File: src/rtl/usb_bridge_pkg.sv
// Shared types and constants for the USB EBI register bridge.
// FSM state encoding, register address width, error-clear key.
package usb_bridge_pkg;

  localparam int REG_AW = 6;

  localparam logic [REG_AW-1:0] ERR_CLR_ADDR = 6'h3F;
  localparam logic [7:0]        ERR_CLR_DATA = 8'hA5;

  typedef enum logic [2:0] {
    S_IDLE,
    S_ADDR,
    S_READY,
    S_RD,
    S_RDLAT,
    S_WR,
    S_RELEASE
  } state_t;

endpackage

File: src/rtl/usb_reg_if.sv
// Register-side bus of the USB bridge.
// master = bridge, slave = register blocks.
interface usb_reg_if;
  import usb_bridge_pkg::*;

  logic [REG_AW-1:0] reg_address_o;
  logic [REG_AW-1:0] reg_hypaddress_o;
  logic [15:0]       reg_bytecnt_o;
  logic [7:0]        reg_datao_o;
  logic [7:0]        reg_datai_i;
  logic [15:0]       reg_hyplen_i;
  logic              reg_read_o;
  logic              reg_write_o;
  logic              reg_addrvalid_o;

  modport master (
    output reg_address_o,
    output reg_hypaddress_o,
    output reg_bytecnt_o,
    output reg_datao_o,
    output reg_read_o,
    output reg_write_o,
    output reg_addrvalid_o,
    input  reg_datai_i,
    input  reg_hyplen_i
  );

  modport slave (
    input  reg_address_o,
    input  reg_hypaddress_o,
    input  reg_bytecnt_o,
    input  reg_datao_o,
    input  reg_read_o,
    input  reg_write_o,
    input  reg_addrvalid_o,
    output reg_datai_i,
    output reg_hyplen_i
  );

endinterface

File: src/rtl/usb_strobe_sync.sv
// Per-bit flop-chain synchronisers for the active-low EBI strobes.
// Chains reset to all-ones so strobes read as inactive.
module usb_strobe_sync #(
  parameter int STAGES = 2,
  parameter int WIDTH  = 4
) (
  input  logic             clk,
  input  logic             rst_n,
  input  logic [WIDTH-1:0] i_d,
  output logic [WIDTH-1:0] o_q
);

  logic [WIDTH-1:0] r_sync [STAGES];

  always_ff @(posedge clk or negedge rst_n) begin
    if (!rst_n) begin
      for (int i = 0; i < STAGES; i++)
        r_sync[i] <= '1;
    end else begin
      r_sync[0] <= i_d;
      for (int i = 1; i < STAGES; i++)
        r_sync[i] <= r_sync[i-1];
    end
  end

  assign o_q = r_sync[STAGES-1];

endmodule

File: src/rtl/usb_reg_bridge.sv
// EBI (async strobe) to internal register bus bridge.
// Optional idle watchdog: define USB_BRIDGE_TIMEOUT_EN.
module usb_reg_bridge
  import usb_bridge_pkg::*;
#(
  parameter int SYNC_STAGES    = 2,
  parameter int TIMEOUT_CYCLES = 65535
) (
  input  logic       clk_usb,
  input  logic       reset_n,
  input  logic [7:0] USB_Addr,
  input  logic [7:0] USB_D_in,
  output logic [7:0] USB_D_out,
  output logic       USB_D_oe,
  input  logic       USB_RDn,
  input  logic       USB_WRn,
  input  logic       USB_CEn,
  input  logic       USB_ALEn,
  usb_reg_if.master  regs,
  output logic       err_o
);

  state_t r_state;
  state_t w_next;

  logic [3:0]        w_sync;
  logic              w_rd_n;
  logic              w_wr_n;
  logic              w_ce_n;
  logic              w_ale_n;
  logic              w_in_range;
  logic              w_timeout;
  logic              w_enter_addr;
  logic              w_err_set;
  logic              w_err_clr;
  logic              w_read;
  logic              w_write;
  logic [REG_AW-1:0] r_addr;
  logic [15:0]       r_bytecnt;
  logic [7:0]        r_datao;
  logic [7:0]        r_dout;
  logic              r_oe;
  logic              r_err;
  logic              r_addrvalid;
  logic              w_unused;

  usb_strobe_sync #(
    .STAGES(SYNC_STAGES),
    .WIDTH (4)
  ) u_sync (
    .clk  (clk_usb),
    .rst_n(reset_n),
    .i_d  ({USB_ALEn, USB_CEn, USB_WRn, USB_RDn}),
    .o_q  (w_sync)
  );

  assign w_rd_n  = w_sync[0];
  assign w_wr_n  = w_sync[1];
  assign w_ce_n  = w_sync[2];
  assign w_ale_n = w_sync[3];

  assign w_unused   = &{1'b0, USB_Addr[7:6]};
  assign w_in_range = r_bytecnt < regs.reg_hyplen_i;

`ifdef USB_BRIDGE_TIMEOUT_EN
  localparam int TW = $clog2(TIMEOUT_CYCLES + 1);

  logic [TW-1:0] r_idle_cnt;
  logic          w_idle;

  assign w_idle    = (r_state == S_READY) &&
                     w_rd_n && w_wr_n && w_ale_n;
  assign w_timeout = w_idle &&
                     (r_idle_cnt == TW'(TIMEOUT_CYCLES - 1));

  always_ff @(posedge clk_usb or negedge reset_n) begin
    if (!reset_n)
      r_idle_cnt <= '0;
    else if (w_idle && !w_timeout)
      r_idle_cnt <= r_idle_cnt + TW'(1);
    else
      r_idle_cnt <= '0;
  end
`else
  logic w_unused_to;

  assign w_unused_to = (TIMEOUT_CYCLES > 0);
  assign w_timeout   = 1'b0;
`endif

  always_ff @(posedge clk_usb or negedge reset_n) begin
    if (!reset_n)
      r_state <= S_IDLE;
    else
      r_state <= w_next;
  end

  // Strobe-driven moves out of IDLE/READY all need chip enable.
  always_comb begin
    w_next = r_state;
    unique case (r_state)
      S_IDLE:
        if (!w_ce_n && !w_ale_n) w_next = S_ADDR;
      S_ADDR:
        if (w_ale_n) w_next = S_READY;
      S_READY:
        if (w_timeout)              w_next = S_IDLE;
        else if (!w_ce_n) begin
          if (!w_rd_n && !w_wr_n)   w_next = S_RELEASE;
          else if (!w_rd_n)         w_next = S_RD;
          else if (!w_wr_n)         w_next = S_WR;
          else if (!w_ale_n)        w_next = S_ADDR;
        end
      S_RD:      w_next = S_RDLAT;
      S_RDLAT:   w_next = S_RELEASE;
      S_WR:      w_next = S_RELEASE;
      S_RELEASE:
        if (w_rd_n && w_wr_n) w_next = S_READY;
      default:   w_next = S_IDLE;
    endcase
  end

  always_comb begin
    w_read  = 1'b0;
    w_write = 1'b0;
    unique case (1'b1)
      (r_state == S_RD): w_read  = w_in_range;
      (r_state == S_WR): w_write = 1'b1;
      default: ;
    endcase
  end

  assign w_enter_addr = (w_next == S_ADDR) &&
                        (r_state != S_ADDR);
  assign w_err_set = ((r_state == S_READY) &&
                      (w_next == S_RELEASE)) ||
                     ((r_state == S_RDLAT) && !w_in_range) ||
                     w_timeout;
  assign w_err_clr = (r_state == S_WR) &&
                     (r_addr == ERR_CLR_ADDR) &&
                     (r_datao == ERR_CLR_DATA);

  always_ff @(posedge clk_usb or negedge reset_n) begin
    if (!reset_n) begin
      r_addr      <= '0;
      r_bytecnt   <= '0;
      r_datao     <= '0;
      r_dout      <= '0;
      r_err       <= 1'b0;
      r_addrvalid <= 1'b0;
    end else begin
      if (w_enter_addr) begin
        r_addr      <= USB_Addr[REG_AW-1:0];
        r_bytecnt   <= '0;
        r_addrvalid <= 1'b1;
      end
      if (w_timeout)
        r_addrvalid <= 1'b0;
      if ((r_state == S_READY) && (w_next == S_WR))
        r_datao <= USB_D_in;
      if (r_state == S_RDLAT)
        r_dout <= w_in_range ? regs.reg_datai_i : 8'h00;
      if ((r_state == S_RELEASE) && (w_next == S_READY) &&
          (r_bytecnt != 16'hFFFF))
        r_bytecnt <= r_bytecnt + 16'd1;
      if (w_err_set)
        r_err <= 1'b1;
      else if (w_err_clr)
        r_err <= 1'b0;
    end
  end

  // Pad drive only while the host is still reading.
  always_ff @(posedge clk_usb or negedge reset_n) begin
    if (!reset_n)
      r_oe <= 1'b0;
    else if (r_state == S_RDLAT)
      r_oe <= w_wr_n && !w_rd_n && !w_ce_n;
    else if (w_rd_n || w_ce_n || !w_wr_n)
      r_oe <= 1'b0;
  end

  assign USB_D_out             = r_dout;
  assign USB_D_oe              = r_oe;
  assign err_o                 = r_err;
  assign regs.reg_address_o    = r_addr;
  assign regs.reg_hypaddress_o = r_addr;
  assign regs.reg_bytecnt_o    = r_bytecnt;
  assign regs.reg_datao_o      = r_datao;
  assign regs.reg_read_o       = w_read;
  assign regs.reg_write_o      = w_write;
  assign regs.reg_addrvalid_o  = r_addrvalid;

endmodule

File: src/flat_wrapper.sv
// flat-port wrapper written by rule: the top's interface ports become plain ports
module usb_reg_bridge_flat import usb_bridge_pkg::*;
#(
  parameter int SYNC_STAGES    = 2,
  parameter int TIMEOUT_CYCLES = 65535
)
  (clk_usb, reset_n, USB_Addr, USB_D_in, USB_D_out, USB_D_oe, USB_RDn, USB_WRn, USB_CEn, USB_ALEn, err_o, regs_reg_address_o, regs_reg_hypaddress_o, regs_reg_bytecnt_o, regs_reg_datao_o, regs_reg_read_o, regs_reg_write_o, regs_reg_addrvalid_o, regs_reg_datai_i, regs_reg_hyplen_i);
  usb_reg_if regs_i ();
  input  logic clk_usb;
  input  logic reset_n;
  input  logic [7:0] USB_Addr;
  input  logic [7:0] USB_D_in;
  output logic [7:0] USB_D_out;
  output logic USB_D_oe;
  input  logic USB_RDn;
  input  logic USB_WRn;
  input  logic USB_CEn;
  input  logic USB_ALEn;
  output logic err_o;
  output wire logic [$bits(regs_i.reg_address_o)-1:0] regs_reg_address_o;
  output wire logic [$bits(regs_i.reg_hypaddress_o)-1:0] regs_reg_hypaddress_o;
  output wire logic [$bits(regs_i.reg_bytecnt_o)-1:0] regs_reg_bytecnt_o;
  output wire logic [$bits(regs_i.reg_datao_o)-1:0] regs_reg_datao_o;
  output wire logic [$bits(regs_i.reg_read_o)-1:0] regs_reg_read_o;
  output wire logic [$bits(regs_i.reg_write_o)-1:0] regs_reg_write_o;
  output wire logic [$bits(regs_i.reg_addrvalid_o)-1:0] regs_reg_addrvalid_o;
  input wire logic [$bits(regs_i.reg_datai_i)-1:0] regs_reg_datai_i;
  input wire logic [$bits(regs_i.reg_hyplen_i)-1:0] regs_reg_hyplen_i;
  assign regs_reg_address_o = regs_i.reg_address_o;
  assign regs_reg_hypaddress_o = regs_i.reg_hypaddress_o;
  assign regs_reg_bytecnt_o = regs_i.reg_bytecnt_o;
  assign regs_reg_datao_o = regs_i.reg_datao_o;
  assign regs_reg_read_o = regs_i.reg_read_o;
  assign regs_reg_write_o = regs_i.reg_write_o;
  assign regs_reg_addrvalid_o = regs_i.reg_addrvalid_o;
  assign regs_i.reg_datai_i = regs_reg_datai_i;
  assign regs_i.reg_hyplen_i = regs_reg_hyplen_i;
  usb_reg_bridge #(.SYNC_STAGES(SYNC_STAGES), .TIMEOUT_CYCLES(TIMEOUT_CYCLES)) u_core (.clk_usb(clk_usb), .reset_n(reset_n), .USB_Addr(USB_Addr), .USB_D_in(USB_D_in), .USB_D_out(USB_D_out), .USB_D_oe(USB_D_oe), .USB_RDn(USB_RDn), .USB_WRn(USB_WRn), .USB_CEn(USB_CEn), .USB_ALEn(USB_ALEn), .regs(regs_i), .err_o(err_o));
endmodule
File: config.mk
export PLATFORM = sky130hd
export DESIGN_NAME = usb_reg_bridge_flat
export DESIGN_NICKNAME = d
export VERILOG_FILES = /design/src/rtl/usb_bridge_pkg.sv /design/src/rtl/usb_reg_if.sv /design/src/rtl/usb_strobe_sync.sv /design/src/rtl/usb_reg_bridge.sv /design/src/flat_wrapper.sv
export SDC_FILE = /design/constraint.sdc
export NUM_CORES = 1
export LEC_CHECK = 0
export ABC_AREA = 1
export CAP_MARGIN = 20
export CORE_ASPECT_RATIO = 1.25
export CORE_UTILIZATION = 50
export CTS_CLUSTER_DIAMETER = 60
export DETAILED_ROUTE_END_ITERATION = 8
export PLACE_DENSITY = 0.9
export SYNTH_ARGS = -nofsm -noshare
export SYNTH_HDL_FRONTEND = slang
export SYNTH_SLANG_ARGS = --single-unit
export TNS_END_PERCENT = 5
File: constraint.sdc
create_clock -name clk_usb -period 4.9 [get_ports clk_usb]
set_input_delay 1.225 -clock clk_usb [delete_from_list [all_inputs] [get_ports clk_usb]]
set_output_delay 1.225 -clock clk_usb [all_outputs]
set_load 0.005 [all_outputs]
Yosys cells after proc, flatten, opt, wreduce, memory -nomap -nowiden
Index checks and enable logic that the tools add are counted.
{"block": "word_totals", "reg_bits": 52, "latch_bits": 0, "ramBits": 0, "rom_bits": 0, "in_bits": 46, "output_inout_bits": 49, "word_cells": 70, "n_memories": 0}
{"block": "op_classes", "addsub": 1, "mul": 0, "div": 0, "order_cmp": 1, "n_eq_ne": 14, "shift": 0, "n_mux": 18, "bitwise_logic": 0, "n_reduce_logical": 26}
{"cell": "$mux 16", "n": 2}
{"cell": "$mux 3", "n": 8}
{"cell": "$pmux 3 s6", "n": 1}
{"cell": "$add 16x1->16 const B", "n": 1}
{"cell": "$lt 16x16->1", "n": 1}
{"cell": "$ne 16x16->1 const B", "n": 1}
{"cell": "$eq 3x3->1 const B", "n": 5}
{"cell": "$logic_and 1x1->1", "n": 13}
{"cell": "$eq 3x2->1 const B", "n": 3}
{"cell": "$eq 8x8->1 const B", "n": 1}
{"cell": "$mux 8", "n": 1}
{"cell": "$eq 3x1->1 const B", "n": 2}
{"cell": "$eq 6x6->1 const B", "n": 1}
{"cell": "$mux 1", "n": 6}
{"cell": "$reduce_bool 2->1", "n": 3}
{"cell": "$logic_not 1->1", "n": 5}
{"cell": "$logic_not 3->1", "n": 1}
{"cell": "$logic_or 1x1->1", "n": 3}
{"cell": "$ne 3x1->1 const B", "n": 1}
{"cell": "$reduce_or 2->1", "n": 1}

Logic depth before layout (Yosys ltp)
{"block": "depth", "ltp_word": 10, "depth_mapped": 12, "depth_no_buf": 12}

Hierarchy
Synthesis repeated with hierarchy kept, for this count alone.
{"block": "unflattened", "hier_cells": 385, "hier_area_um2": 3136.8}
{"mod": "usb_reg_bridge", "n_inst": 1, "cells_per_inst": 373, "area_each_um2": 2896.5, "seq_area_each_um2": 1101.1}
{"mod": "usb_strobe_sync", "n_inst": 1, "cells_per_inst": 12, "area_each_um2": 240.2, "seq_area_each_um2": 210.2}

Least setup slack after synthesis
OpenSTA, ideal clock, no wires.
{"block": "synth_path", "path_kind": "input port to output port", "startpoint": "input regs_reg_hyplen_i[15]", "endpoint": "output regs_reg_read_o", "t_arrival_ns": 2.388, "t_required_ns": 3.675, "slack_ns": 1.287, "path_stages": 7, "path_buffers": 0, "path_cell_list": "inv_1 ha_1 a21oi_1 o21ai_0 a21oi_1 nand2_1 nor2_1"}
{"block": "synth_via", "elab_chain_len": 2}
{"item": "from (decl)", "line_no": "flat_wrapper.sv:28", "rtl": "input wire logic [$bits(regs_i.reg_hyplen_i)-1:0] regs_reg_hyplen_i;"}
{"item": "$lt 16x16->1", "line_no": "usb_reg_bridge.sv:63", "rtl": "assign w_in_range = r_bytecnt < regs.reg_hyplen_i;"}
{"item": "$mux 1", "line_no": "usb_reg_bridge.sv:126", "rtl": "unique case (1'b1)"}
{"item": "to (decl)", "line_no": "flat_wrapper.sv:24", "rtl": "output wire logic [$bits(regs_i.reg_read_o)-1:0] regs_reg_read_o;"}
Every way passes these cells.

Worst setup path after layout
Same ends and word-level chain as after synthesis.

==> flow_summary.ini <==
[yosys]
synth.area.mux_share_pct = 0
synth_fp_nets = 439
synth_fa_ha_area_share_pct = 6.800
synth_top_family_by_area = simple AND/OR/NAND/NOR gates
ys_seq_elements = 52
ys_warn_count = 0
synth.avg_cell_area_um2 = 7.809
synth_xor_area_share_pct = 0.8925
netlist_area_um2 = 2944
yosys.area_share.simple_pct = 31.75
syn_inst = 377
synth-seq-area-share_pct = 44.54
synth_compound_area_share_pct = 6.800
ys_types = 28

[final_layout]
fill_cells = 428
final_cell_mix = nand2_1, clkdlybuf4s50_1, dfrtp_1, inv_1, nand3_1
final_layout_size_suffix_gt1_share_pct = 6.852
syn2layout_area_growth_pct = 34.42
diodes = 0
layout.cells.non_filler = 531
final_common_cell = nand2_1
final_nets = 528

[sta]
tightest_slew_ps = 657.2
slew_headroom_pct = 56.18
skew_ps = 6.737
max_freq_ghz = 0.2232
rsz0062_at_grt = no
finalHoldViolCount = 0
layout_setup_ws_ps = 418.8
drv_slew = 0
period_needed_ps = 4481
fin_crit_sh_pct = 91.45
fin_tns_setup_ps = 0
setup_viol = 0

[global_routing]
grt_pass1_vias = 2639
grt_max_degree = 53
grt.overflow.total = 0
grt_pass1_wl_mm = 11.16
grt_usage_pct = 22.72
grt_antenna_before_repair = 0

[drt]
routed_wl_mm = 6.864
detail_route.first_pass.iterations = 6
vias = 2765
drc = 12
drt-wirelength-per-cell_um = 12.93
drt-vias-per-instance = 5.207
drtIter0Drc = 160
final_antenna_net_count = 0

[placed_design]
place_inst = 523
dp_slack_ps = 451.0
io_buffers = 92
dp_hpwl_mm = 5.076
globalplace.congestion = 0.8742

[setup_path]
cp-start-kind = input pin
r2r_cells = 7
path_max_fanout = 3
end_kind = output port
crit_type = in -> out
cp_data_arrival_time_ps = 3260
crit_required_ps = 3670

[floorplan]
die_area_um2 = 6201
row_count = 30
core_area_um2 = 5555
die-height_um = 87.79
pin_count = 95
chipWidth_um = 70.64
start_util_pct = 53.00

[worst_hold_path]
whs_path_depth = 0
min-delay-path-class = reg -> reg

[status]
outcome = finished, violations left
violations = DRC

[power_and_ir_drop]
leakage_nw = 1.908
powerDensity_nw_per_um2 = 396.8
peakVddDrop_mv = 0.2094

[cts]
clock-root-buffer = clkbuf_8
cts.sink_count = 52
cts_tree = yes
cts_buffer_depth = 2
path_clk_slew_ps = 80
ctsHoldBuffers = 0
htreeDepth = 2
clock_latency_ps = 300
postCtsSetupBuffers = 0
cts_made_buffers = 5
cts_resized = 0

[run]
max-cap-violations = 0
-- Yosys cell counts --
library cell	instances	area, µm²
xor2_1	1	8.760
o211ai_1	1	7.510
dfrtp_1	44	1101
nor4_1	1	6.260
nand4_1	10	62.56
nor3_1	2	10.01
buf_6	2	22.52
buf_2	4	20.02
ha_1	16	200.2
inv_2	4	15.01
inv_1	43	161.4
o21bai_1	5	37.54
o21a_1	2	15.01
or2_2	2	12.51
nor2_2	1	6.260
xnor2_1	2	17.52
dfstp_2	8	210.2
nor3_2	1	10.01
a21oi_1	9	45.04
o21ai_0	15	75.07
buf_4	7	52.55
nand3_2	2	20.02
o21ai_1	4	20.02
nand3_1	37	185.2
nor2_1	25	93.84
nand2_1	116	435.4
nand2_2	4	25.02
nand3b_1	9	67.56
-- logic make-up after synthesis --
family                     after synthesis
xor gates and xnor gates                 3
AOI/OAI and AO/OA                       36
adders and majority gates               16
and+or+nand+nor                        210
buffers and inverters                   60
DFF                                     52
-- stage by stage --
step	power [W]	hold slack [ps]	area (µm²)	utilization, %
2_1_floorplan	0.001004	345.2	2944	-
3_3_place_gp	0.001307	346.5	3867	69.62
3_5_place_dp	0.001337	347.8	3867	69.62
4_1_cts	0.001587	359.3	3958	71.24
5_1_grt	0.001682	363.6	3958	71.24
6_report	0.001570	360.6	3958	71.24
-- routing by layer --
layer / track usage (%) / wire, µm
met2: 41.75 / 3589
met5: 0 / 0
met1: 25.55 / 2824
met3: 4.258 / 313
met4: 10.91 / 136
-- worst paths after layout --
check / start / end / slack [ps]
worst max-delay path: regs_reg_hyplen_i[15] / regs_reg_read_o / 420
worst min-delay path: u_core.u_sync.r_sync[7]$_DFF_PN1_ / u_core.u_sync.o_q[3]$_DFF_PN1_ / 360
worst max register to register: u_core.r_state[0]$_DFF_PN0_ / u_core.regs.reg_address_o[1]$_DFFE_PN0P_ / 2960
worst min register to register: u_core.u_sync.r_sync[7]$_DFF_PN1_ / u_core.u_sync.o_q[3]$_DFF_PN1_ / 360
max in group asynchronous: reset_n / u_core.USB_D_out[3]$_DFFE_PN0P_ / 3430
min in group asynchronous: reset_n / u_core.regs.reg_datao_o[4]$_DFFE_PN0P_ / 1030
-- power breakdown --
group | total, W | switching, W | internal, W
clock | 0.000245 | 0.000130 | 0.000115
sequential | 0.000653 | 0.000106 | 0.000547
combinational | 0.000672 | 0.000310 | 0.000363
total | 0.00157 | 0.000545 | 0.00103
-- worst max-delay path, cell delays in order --
cell             delay [ps]
clkdlybuf4s50_1         450
inv_1                    40
ha_1                    320
a21oi_1                 140
o21ai_0                 110
a21oi_1                 200
nand2_1                 110
nor2_1                  140
clkdlybuf4s50_1         530
-- flip-flops by register name (all words and copies together) (netlist names) --
register	count
u_core.u_sync.o_q	4
u_core.err_o	1
u_core.r_state	3
u_core.u_sync.r_sync	4
u_core.regs.reg_bytecnt_o	16
u_core.USB_D_out	8
u_core.regs.reg_address_o	6
u_core.USB_D_oe	1
u_core.regs.reg_addrvalid_o	1
u_core.regs.reg_datao_o	8
-- cell type report --
| type | instances | area, µm² | share of cell area (%) |
|---|---|---|---|
| Inverter | 47 | 176.4 | 4.458 |
| Clock buffer | 8 | 90.09 | 2.276 |
| Sequential cell | 52 | 1311 | 33.13 |
| Timing Repair Buffer | 95 | 938.4 | 23.71 |
| Tap cell | 64 | 80.08 | 2.023 |
| Multi-Input combinational cell | 265 | 1361 | 34.40 |
(Power assumes the default switching activity.)
